## src/rtl/mem_bus_pkg.sv

```systemverilog
// Shared types for the external-memory bus master: FSM states and bus direction codes.
package mem_bus_pkg;

  typedef enum logic [1:0] {
    IDLE   = 2'd0,
    ACCESS = 2'd1,
    DONE   = 2'd2
  } state_t;

  localparam logic RW_READ  = 1'b0;
  localparam logic RW_WRITE = 1'b1;

endpackage

```

## src/rtl/mem_bus_unit_arbiter.sv

```systemverilog
// Round-robin picker: first requesting, unmasked channel at or after the pointer, wrapping modulo N_CH.
module rr_arbiter #(
  parameter int N_CH  = 2,
  parameter int PTR_W = 1
) (
  input  logic [N_CH-1:0]  i_req,
  input  logic [PTR_W-1:0] i_ptr,
  input  logic [N_CH-1:0]  i_mask,
  output logic [N_CH-1:0]  o_pick,
  output logic             o_valid
);

  always_comb begin
    logic [PTR_W:0]   w_sum;
    logic [PTR_W-1:0] w_idx;
    o_pick  = '0;
    o_valid = 1'b0;
    w_sum   = '0;
    w_idx   = '0;
    for (int i = 0; i < N_CH; i++) begin
      // Pointer and offset are both below N_CH, so one subtraction wraps the sum.
      w_sum = {1'b0, i_ptr} + (PTR_W+1)'(i);
      if (w_sum >= (PTR_W+1)'(N_CH)) w_sum = w_sum - (PTR_W+1)'(N_CH);
      w_idx = w_sum[PTR_W-1:0];
      if (!o_valid && i_req[w_idx] && i_mask[w_idx]) begin
        o_pick[w_idx] = 1'b1;
        o_valid       = 1'b1;
      end
    end
  end

endmodule

```

## src/rtl/mem_bus_unit.sv

```systemverilog
// Arbitrated external-memory bus master: round-robin grant, wait-state/ready sequenced access,
// and multi-transaction bus locking that honours a shared external lock line.
module mem_bus_unit
  import mem_bus_pkg::*;
#(
  parameter int DATA_W = 16,
  parameter int ADDR_W = 16,
  parameter int N_CH   = 2,
  parameter int WAIT_W = 4
) (
  input  logic                     clk,
  input  logic                     rst,
  input  logic [N_CH-1:0]          i_req,
  input  logic [N_CH-1:0]          i_we,
  input  logic [N_CH*ADDR_W-1:0]   i_addr,
  input  logic [N_CH*DATA_W-1:0]   i_wdata,
  input  logic [N_CH-1:0]          i_lock_req,
  output logic [N_CH-1:0]          o_gnt,
  output logic [N_CH-1:0]          o_done,
  output logic [DATA_W-1:0]        o_rdata,
  output logic                     o_busy,
  input  logic [WAIT_W-1:0]        i_wait_cycles,
  input  logic                     i_ready,
  output logic [ADDR_W-1:0]        o_addr,
  output logic [DATA_W-1:0]        o_wdata,
  output logic                     o_rw,
  output logic                     o_data_oe,
  input  logic [DATA_W-1:0]        i_rdata,
  output logic                     o_lock,
  input  logic                     i_lock
);

  localparam int PTR_W = $clog2(N_CH);

  state_t              r_state;
  logic [PTR_W-1:0]    r_ptr;
  logic [PTR_W-1:0]    r_g;
  logic [PTR_W-1:0]    r_own;
  logic                r_own_vld;
  logic                r_lk;
  logic                r_we;
  logic                r_oe;
  logic [WAIT_W-1:0]   r_cnt;
  logic [ADDR_W-1:0]   r_addr;
  logic [DATA_W-1:0]   r_wdata;
  logic [DATA_W-1:0]   r_rdata;
  logic [N_CH-1:0]     r_gnt;
  logic [N_CH-1:0]     r_done;

  logic                w_own_keep;
  logic [N_CH-1:0]     w_mask;
  logic [N_CH-1:0]     w_pick;
  logic                w_pick_vld;
  logic [PTR_W-1:0]    w_pick_idx;

  function automatic logic [PTR_W-1:0] next_ptr(input logic [PTR_W-1:0] p);
    return (p == PTR_W'(N_CH-1)) ? '0 : p + 1'b1;
  endfunction

  // An owner whose lock request dropped is released this cycle and no longer restricts the grant.
  assign w_own_keep = r_own_vld & i_lock_req[r_own];

  always_comb begin
    if (w_own_keep)  w_mask = {{(N_CH-1){1'b0}}, 1'b1} << r_own;
    else if (i_lock) w_mask = '0;
    else             w_mask = '1;
  end

  rr_arbiter #(
    .N_CH  (N_CH),
    .PTR_W (PTR_W)
  ) u_arb (
    .i_req   (i_req),
    .i_ptr   (r_ptr),
    .i_mask  (w_mask),
    .o_pick  (w_pick),
    .o_valid (w_pick_vld)
  );

  always_comb begin
    w_pick_idx = '0;
    for (int i = 0; i < N_CH; i++) begin
      if (w_pick[i]) w_pick_idx = PTR_W'(i);
    end
  end

  always_ff @(posedge clk or posedge rst) begin
    if (rst) begin
      r_state   <= IDLE;
      r_ptr     <= '0;
      r_g       <= '0;
      r_own     <= '0;
      r_own_vld <= 1'b0;
      r_lk      <= 1'b0;
      r_we      <= RW_READ;
      r_oe      <= 1'b0;
      r_cnt     <= '0;
      r_addr    <= '0;
      r_wdata   <= '0;
      r_rdata   <= '0;
      r_gnt     <= '0;
      r_done    <= '0;
    end else begin
      r_done <= '0;
      case (r_state)
        IDLE: begin
          if (r_own_vld && !i_lock_req[r_own]) r_own_vld <= 1'b0;
          if (w_pick_vld) begin
            r_state <= ACCESS;
            r_gnt   <= w_pick;
            r_g     <= w_pick_idx;
            r_we    <= i_we[w_pick_idx];
            r_oe    <= (i_we[w_pick_idx] == RW_WRITE);
            r_addr  <= i_addr[w_pick_idx*ADDR_W +: ADDR_W];
            r_wdata <= i_wdata[w_pick_idx*DATA_W +: DATA_W];
            r_cnt   <= i_wait_cycles;
            r_lk    <= i_lock_req[w_pick_idx];
          end
        end
        ACCESS: begin
          if (r_cnt != '0) begin
            r_cnt <= r_cnt - 1'b1;
          end else if (i_ready) begin
            r_state <= DONE;
            r_done  <= r_gnt;
            r_oe    <= 1'b0;
            if (r_we == RW_READ) r_rdata <= i_rdata;
          end
        end
        DONE: begin
          r_state <= IDLE;
          r_gnt   <= '0;
          r_we    <= RW_READ;
          r_addr  <= '0;
          r_wdata <= '0;
          r_lk    <= 1'b0;
          r_ptr   <= next_ptr(r_g);
          if (i_lock_req[r_g]) begin
            r_own_vld <= 1'b1;
            r_own     <= r_g;
          end
        end
        default: r_state <= IDLE;
      endcase
    end
  end

  assign o_gnt     = r_gnt;
  assign o_done    = r_done;
  assign o_rdata   = r_rdata;
  assign o_busy    = (r_state != IDLE);
  assign o_addr    = r_addr;
  assign o_wdata   = r_wdata;
  assign o_rw      = r_we;
  assign o_data_oe = r_oe;
  // r_lk is only set between grant and the end of DONE.
  assign o_lock    = r_own_vld | r_lk;

endmodule

```

## config.mk

```make
export PLATFORM = sky130hd
export DESIGN_NAME = mem_bus_unit
export DESIGN_NICKNAME = d
export VERILOG_FILES = /design/src/rtl/mem_bus_pkg.sv /design/src/rtl/mem_bus_unit_arbiter.sv /design/src/rtl/mem_bus_unit.sv
export SDC_FILE = /design/constraint.sdc
export NUM_CORES = 1
export LEC_CHECK = 0
export BUFFER_PORTS_ARGS = -buffer_cell sky130_fd_sc_hd__clkbuf_2
export CAP_MARGIN = 20
export CORE_ASPECT_RATIO = 0.5
export CORE_MARGIN = 2
export CORE_UTILIZATION = 38
export DETAILED_ROUTE_END_ITERATION = 8
export PLACE_DENSITY = 0.72
export SLEW_MARGIN = 20
export SYNTH_ARGS = -nofsm -noshare
export SYNTH_HDL_FRONTEND = slang
export SYNTH_SLANG_ARGS = --single-unit
```

## constraint.sdc

```tcl
create_clock -name clk -period 3.85 [get_ports clk]
set_input_delay 0.1925 -clock clk [delete_from_list [all_inputs] [get_ports clk]]
set_output_delay 0.1925 -clock clk [all_outputs]
set_load 0.02 [all_outputs]
```

Yosys cells after proc, flatten, opt, wreduce, memory -nomap -nowiden

Index checks and enable logic that the tools add are counted.

ROM bits: 0
Memories: 0
RAM bits: 0
Logic and storage cells: 121
Register bits after elaboration: 65
Input bits: 94
Output and inout port bits: 56
Latch bits: 0

Bitwise gates (word level): 5
Muxes and demuxes: 56
Reductions and logical operators: 21
Add/sub/neg operators: 5
Eq/ne operators: 8
Multiply operators: 0
Shift operators: 3
$lt $le $gt $ge: 9
Divide/modulo/power cells: 0

Operators with widths:

| operator                                                                             | number |
|---|---|
| 16-bit one-hot mux with 2 select lines                                               | 2 |
| 32-bit by 6-bit indexed part select with 16-bit output                               | 2 |
| 16-bit two-way mux                                                                   | 2 |
| 1-bit two-way mux                                                                    | 30 |
| 2-bit two-way mux                                                                    | 11 |
| 1-bit by 2-bit less-than comparator with 1-bit output (second input constant)        | 5 |
| 2-bit inequality test (second input constant)                                        | 5 |
| 3-bit AND reduction                                                                  | 3 |
| 4-bit two-way mux                                                                    | 2 |
| 1-bit one-hot mux with 2 select lines                                                | 4 |
| 2-bit one-hot mux with 2 select lines                                                | 2 |
| 4-bit one-hot mux with 2 select lines                                                | 1 |
| 4-bit AND reduction                                                                  | 2 |
| 1-bit logical AND                                                                    | 6 |
| 2-bit AND reduction                                                                  | 3 |
| 2-bit nonzero test                                                                   | 3 |
| 4-bit nonzero test                                                                   | 1 |
| 4-bit by 1-bit subtractor with 4-bit output (second input constant)                  | 1 |
| 1-bit by 1-bit adder with 2-bit output (second input constant)                       | 1 |
| 1-bit demux with 1-bit select                                                        | 2 |
| 2-bit by 1-bit == test with 1-bit output (second input constant)                     | 1 |
| 2-bit == test (second input constant)                                                | 1 |
| 1-bit greater-or-equal comparator (second input constant)                            | 2 |
| 1-bit by 2-bit greater-or-equal comparator with 1-bit output (second input constant) | 1 |
| 11 further kinds                                                                     | 14 |

Depth between registers and ports, before layout

Depth in word-level cells: 17
Gate-level depth with buffers: 7
Mapped depth without buffers: 6

Modules after synthesis

From an unflattened synthesis, not the netlist that was laid out.

Cell total of the unflattened synthesis: 270
Area total of the unflattened synthesis: 3052.9 um^2

Modules (own cells, without submodules):

| module       | cells an instance | times used | seq. area each (um^2) | area an instance (um^2) |
|---|---|---|---|---|
| mem_bus_unit | 265               | 1          | 1626.6                | 3025.4 |
| rr_arbiter   | 5                 | 1          | 0.0                   | 27.5 |

Worst setup path after synthesis

Ideal clock, no wire load.

Path kind: reg2reg
Start: register r_cnt[0]
End: register r_rdata[0] (netlist: o_rdata[0])
Buffers on the path: 1
Arrival: 1819 ps
Setup slack: 1906 ps
Stages on the path, launching flop included: 8
Period minus slack after synthesis: 1944 ps
Data required time: 3725 ps
Library setup time: 125 ps
Path through: dfrtp_1 inv_1 ha_1 and4bb_2 nand2_1 nor2_2 buf_2 mux2_2

Word-level cells in the longest chain between the ends: 3

RTL lines:

| element                       | line                | RTL |
|---|---|---|
| start, declared               | mem_bus_unit.sv:43  | `logic [WAIT_W-1:0] r_cnt;` |
| start signal, assigned        | mem_bus_unit.sv:116 | `r_cnt <= i_wait_cycles;` |
| start signal, assigned        | mem_bus_unit.sv:122 | `r_cnt <= r_cnt - 1'b1;` |
| 4-bit nonzero test            | mem_bus_unit.sv:121 | `if (r_cnt != '0) begin` |
| 1-bit inverter (no line)      | --                  |  |
| 4-bit AND reduction (no line) | --                  |  |
| end signal, assigned          | mem_bus_unit.sv:127 | `if (r_we == RW_READ) r_rdata <= i_rdata;` |
| end, declared                 | mem_bus_unit.sv:46  | `logic [DATA_W-1:0] r_rdata;` |

Every way passes these cells.
A chain may end at the register's enable or synchronous reset.

Worst setup path in the final report

Start: register r_state[0]
End: register r_we (netlist: o_rw)

Word-level cells in the longest chain between the ends: 3
Elaborated cells between the ends (all ways): 6
Classes of those cells: eq/ne: 2; mux: 1; reduce/logical: 3

RTL lines:

| element                                                                                                 | line                | RTL |
|---|---|---|
| start, declared                                                                                         | mem_bus_unit.sv:35  | `state_t r_state;` |
| start signal, assigned                                                                                  | mem_bus_unit.sv:89  | `r_state <= IDLE;` |
| start signal, assigned                                                                                  | mem_bus_unit.sv:109 | `r_state <= ACCESS;` |
| start signal, assigned                                                                                  | mem_bus_unit.sv:124 | `r_state <= DONE;` |
| 2-bit == test / 2-bit logical NOT (equally long branches)                                               | mem_bus_unit.sv:105 | `case (r_state)` |
| 2-bit nonzero test (no line) / 2-bit by 1-bit inequality test with 1-bit output (equally long branches) | --                  |  |
| 2-bit AND reduction (no line)                                                                           | --                  |  |
| end signal, assigned                                                                                    | mem_bus_unit.sv:112 | `r_we <= i_we[w_pick_idx];` |
| end, declared                                                                                           | mem_bus_unit.sv:41  | `logic r_we;` |

Parallel ways exist; a longest one is shown, timed or not.

==> run metrics <==
area delta synth->final 34.3%; grt ovf 0; CP Launch Type flop; Worst path most repeated cell buf_4; H-tree depth 3; CTS hold repair buffers 0; FFs w/ async S/R, synth 100%; n_diodes 0; sequential share of the synthesized area between 50% and 60%; ratio of final minimum period to clock period 66.2%; pin count of the biggest net entering global routing 42; Worst Hold Class in2async; worst-skew pair later-pin latency roughly 0.32 ns; critical path endpoint category flop; CP arrival around 2.8 ns; DRC marker count from the first detailed-route iteration roughly 210; Slowest Stage Delay on Critical Path between 0.5 and 0.6 ns; wirelength, routed approximately 8.4 mm; Reg clk slew, reported paths ~0.060 ns; gpl congestion between 0.8 and 0.9; cts repair resizes 0; worst setup path category reg2reg; Seq cells post-synth 65; unrepaired setup endpoints after global routing false; yosys warns 0; Setup-failing EPs final 0; vias about 3000; status finished, final reports clean; maximum buffer depth of the clock tree 2; Worst Path Required 4.08 ns; Fin. Hold Viols 0; vias in the first global route 2711; final slew viol count 0; Fin Clk Skew just under 0.01 ns; Cell Rows 23; Final TNS setup 0 ns; core region area 8090 µm²; CP cell instances nor2_2 > buf_4 > clkinv_1 > a21oi_2 > buf_4 > nand3_1 > o221ai_1; Root Buffer clkbuf_16; die width about 130 µm; number of synthesized flops with an enable pin 0; Tmin final approximately 2.5 ns; per-cell routed wire length approximately 14 µm; synthesized area 3210 µm²; Layout Cells excl Fill 579; Max IR drop VDD approximately 0.29 mV; IO Count 150; CTS tree built; Worst path slowest cell a21oi_2; Antenna Nets Post-Route 0; first-pass GRT wire length 12.9 mm; initial antenna violation count 0; Synth Flop Type dfrtp_1; Slew headroom roughly 29%; synthesized instance count approximately 320; fin nets 557; vias per inst approximately 5.1; post-route cell area about 4300 µm²; post-synth cell types 45; dpl cells between 500 and 600; Synth Net Count a little over 400; Post-CTS Setup Bufs 0; share of layout cells above drive strength 1 ~42%; DP HPWL around 6.1 mm; final-layout fill cell count 732; Register Area approximately 1600 µm²; Mean Syn Cell Area between 10 and 15 µm²; GRT Resource Usage Total about 18%; CTS buffer count 9; crit-path max FO 38; Die Y about 69 µm; fmax 393 MHz; count of buffers from port buffering around 150; CTS Sinks 65; detailed-router iteration count before antenna repair 5; die area 9240 µm²; Post-DP Area slightly above 4000 µm²; actual slew at the worst max-slew pin 1.07 ns; leakage dissipation roughly 2.1 nW; footprint of the multi-input gates approximately 1300 µm²; Initial Util 39.7%; max_cap viols 0; PD cells ~770 nW/µm²; DRC viols 0
==> cells by family after synthesis <==
logic type                 share of synthesized area (%)
and+or+nand+nor                                     15.0
AOI/OAI and AO/OA                                   19.3
DFF                                                 50.7
buffers and inverters                               8.38
muxes                                               6.27
adders and majority gates                          0.390
==> where the power goes <==
part	internal [mW]	leakage (nW)	switching (mW)
Sequential	0.972	0.823	0.177
Clock	0.467	0.139	0.273
Combinational	0.549	1.17	0.874
Total	1.99	2.13	1.32
==> cell usage after synthesis, types with 3 or more instances <==
cell type	number	area share [%]
buf_2	5	0.78
o221ai_1	32	8.7
inv_1	42	4.9
nor2_1	6	0.70
a21oi_1	5	0.78
dfrtp_1	65	51
nand2_1	43	5.0
buf_6	4	1.4
o221ai_2	3	1.4
o21ai_0	6	0.94
nand3_1	35	5.5
mux2_2	16	5.6
nand2b_1	3	0.58
nor2b_1	3	0.58
clkbuf_1	10	1.2
==> metrics by stage <==
stage	power, mW	setup slack (ns)	hold WS (ns)	utilization (%)
global route	3.54	1.08	0.0968	53.3
global placement	2.57	1.43	0.402	49.9
CTS	3.35	1.32	0.0737	53.3
floorplan	2.12	1.91	0.327	-
finish	3.31	1.30	0.0407	53.3
detailed placement	2.60	1.32	0.425	49.9
==> placed cells by master, fill, tap and decap left out, types with 2 or more instances in the layout <==
master and count:
and2b_1 2, nor3_1 2, clkbuf_16 9, a311o_1 2
o221ai_2 3, nor2_1 5, inv_1 41, nor2_2 2
o221ai_1 32, a32oi_4 2, nand2b_1 3, clkbuf_8 2
and3_1 2, a211oi_1 2, buf_4 5, o21ai_0 6
dfrtp_1 65, clkbuf_2 149, nand2_1 43, mux2_2 16
nand3_1 35, a21o_1 2, a21oi_1 5, nor2b_1 3
clkbuf_1 2, o2bb2ai_1 2, clkinv_2 3
==> worst paths after layout <==
path | depth (start not counted) | slack (ns) | startpoint | end
setup / recovery | 7 | 1.30 | r_state[0]$_DFFE_PP0P_ | o_rw$_DFFE_PP0P_
min in group clk | 3 | 0.10 | i_wdata[31] | o_wdata[15]$_DFFE_PP0P_
setup reg to reg | 7 | 1.30 | r_state[0]$_DFFE_PP0P_ | o_rw$_DFFE_PP0P_
hold reg to reg | 1 | 0.48 | o_rdata[1]$_DFFE_PP0P_ | o_rdata[1]$_DFFE_PP0P_
max in group asynchronous | 3 | 2.95 | rst | o_wdata[6]$_DFFE_PP0P_
hold / removal | 2 | 0.04 | rst | o_rdata[15]$_DFFE_PP0P_
==> cell type report <==
| class | instances | area share, % |
|---|---|---|
| timing repair buffer | 154 | 18.2 |
| sequential | 65 | 37.7 |
| multi-input combinational | 189 | 30.8 |
| tap | 112 | 3.25 |
| clock inverter | 3 | 0.348 |
| clock buffer | 13 | 6.03 |
| inverter | 43 | 3.74 |
==> flip-flops by register name, indices dropped and copies added, names as in the netlist, 2 cells and up <==
signal / flops
o_gnt: 2
o_addr: 16
o_rdata: 16
r_state: 2
o_done: 2
o_wdata: 16
r_cnt: 4
==> worst max-delay path, delay by kind of cell, from the launching register on <==
| family | cells | cell delay (ns) |
|---|---|---|
| buf+inv | 3 | 1.07 |
| compound gates | 2 | 0.64 |
| flops | 1 | 0.46 |
| simple gates | 2 | 0.27 |
==> routing by layer <==
layer,wire [µm],global-route usage [%],vias up
met5,0,0,-
met4,172,8.38,0
met3,372,4.46,17
met2,4190,31.3,81
met1,3620,22.2,1412
li1,-,-,1424
(Power assumes the default switching activity.)
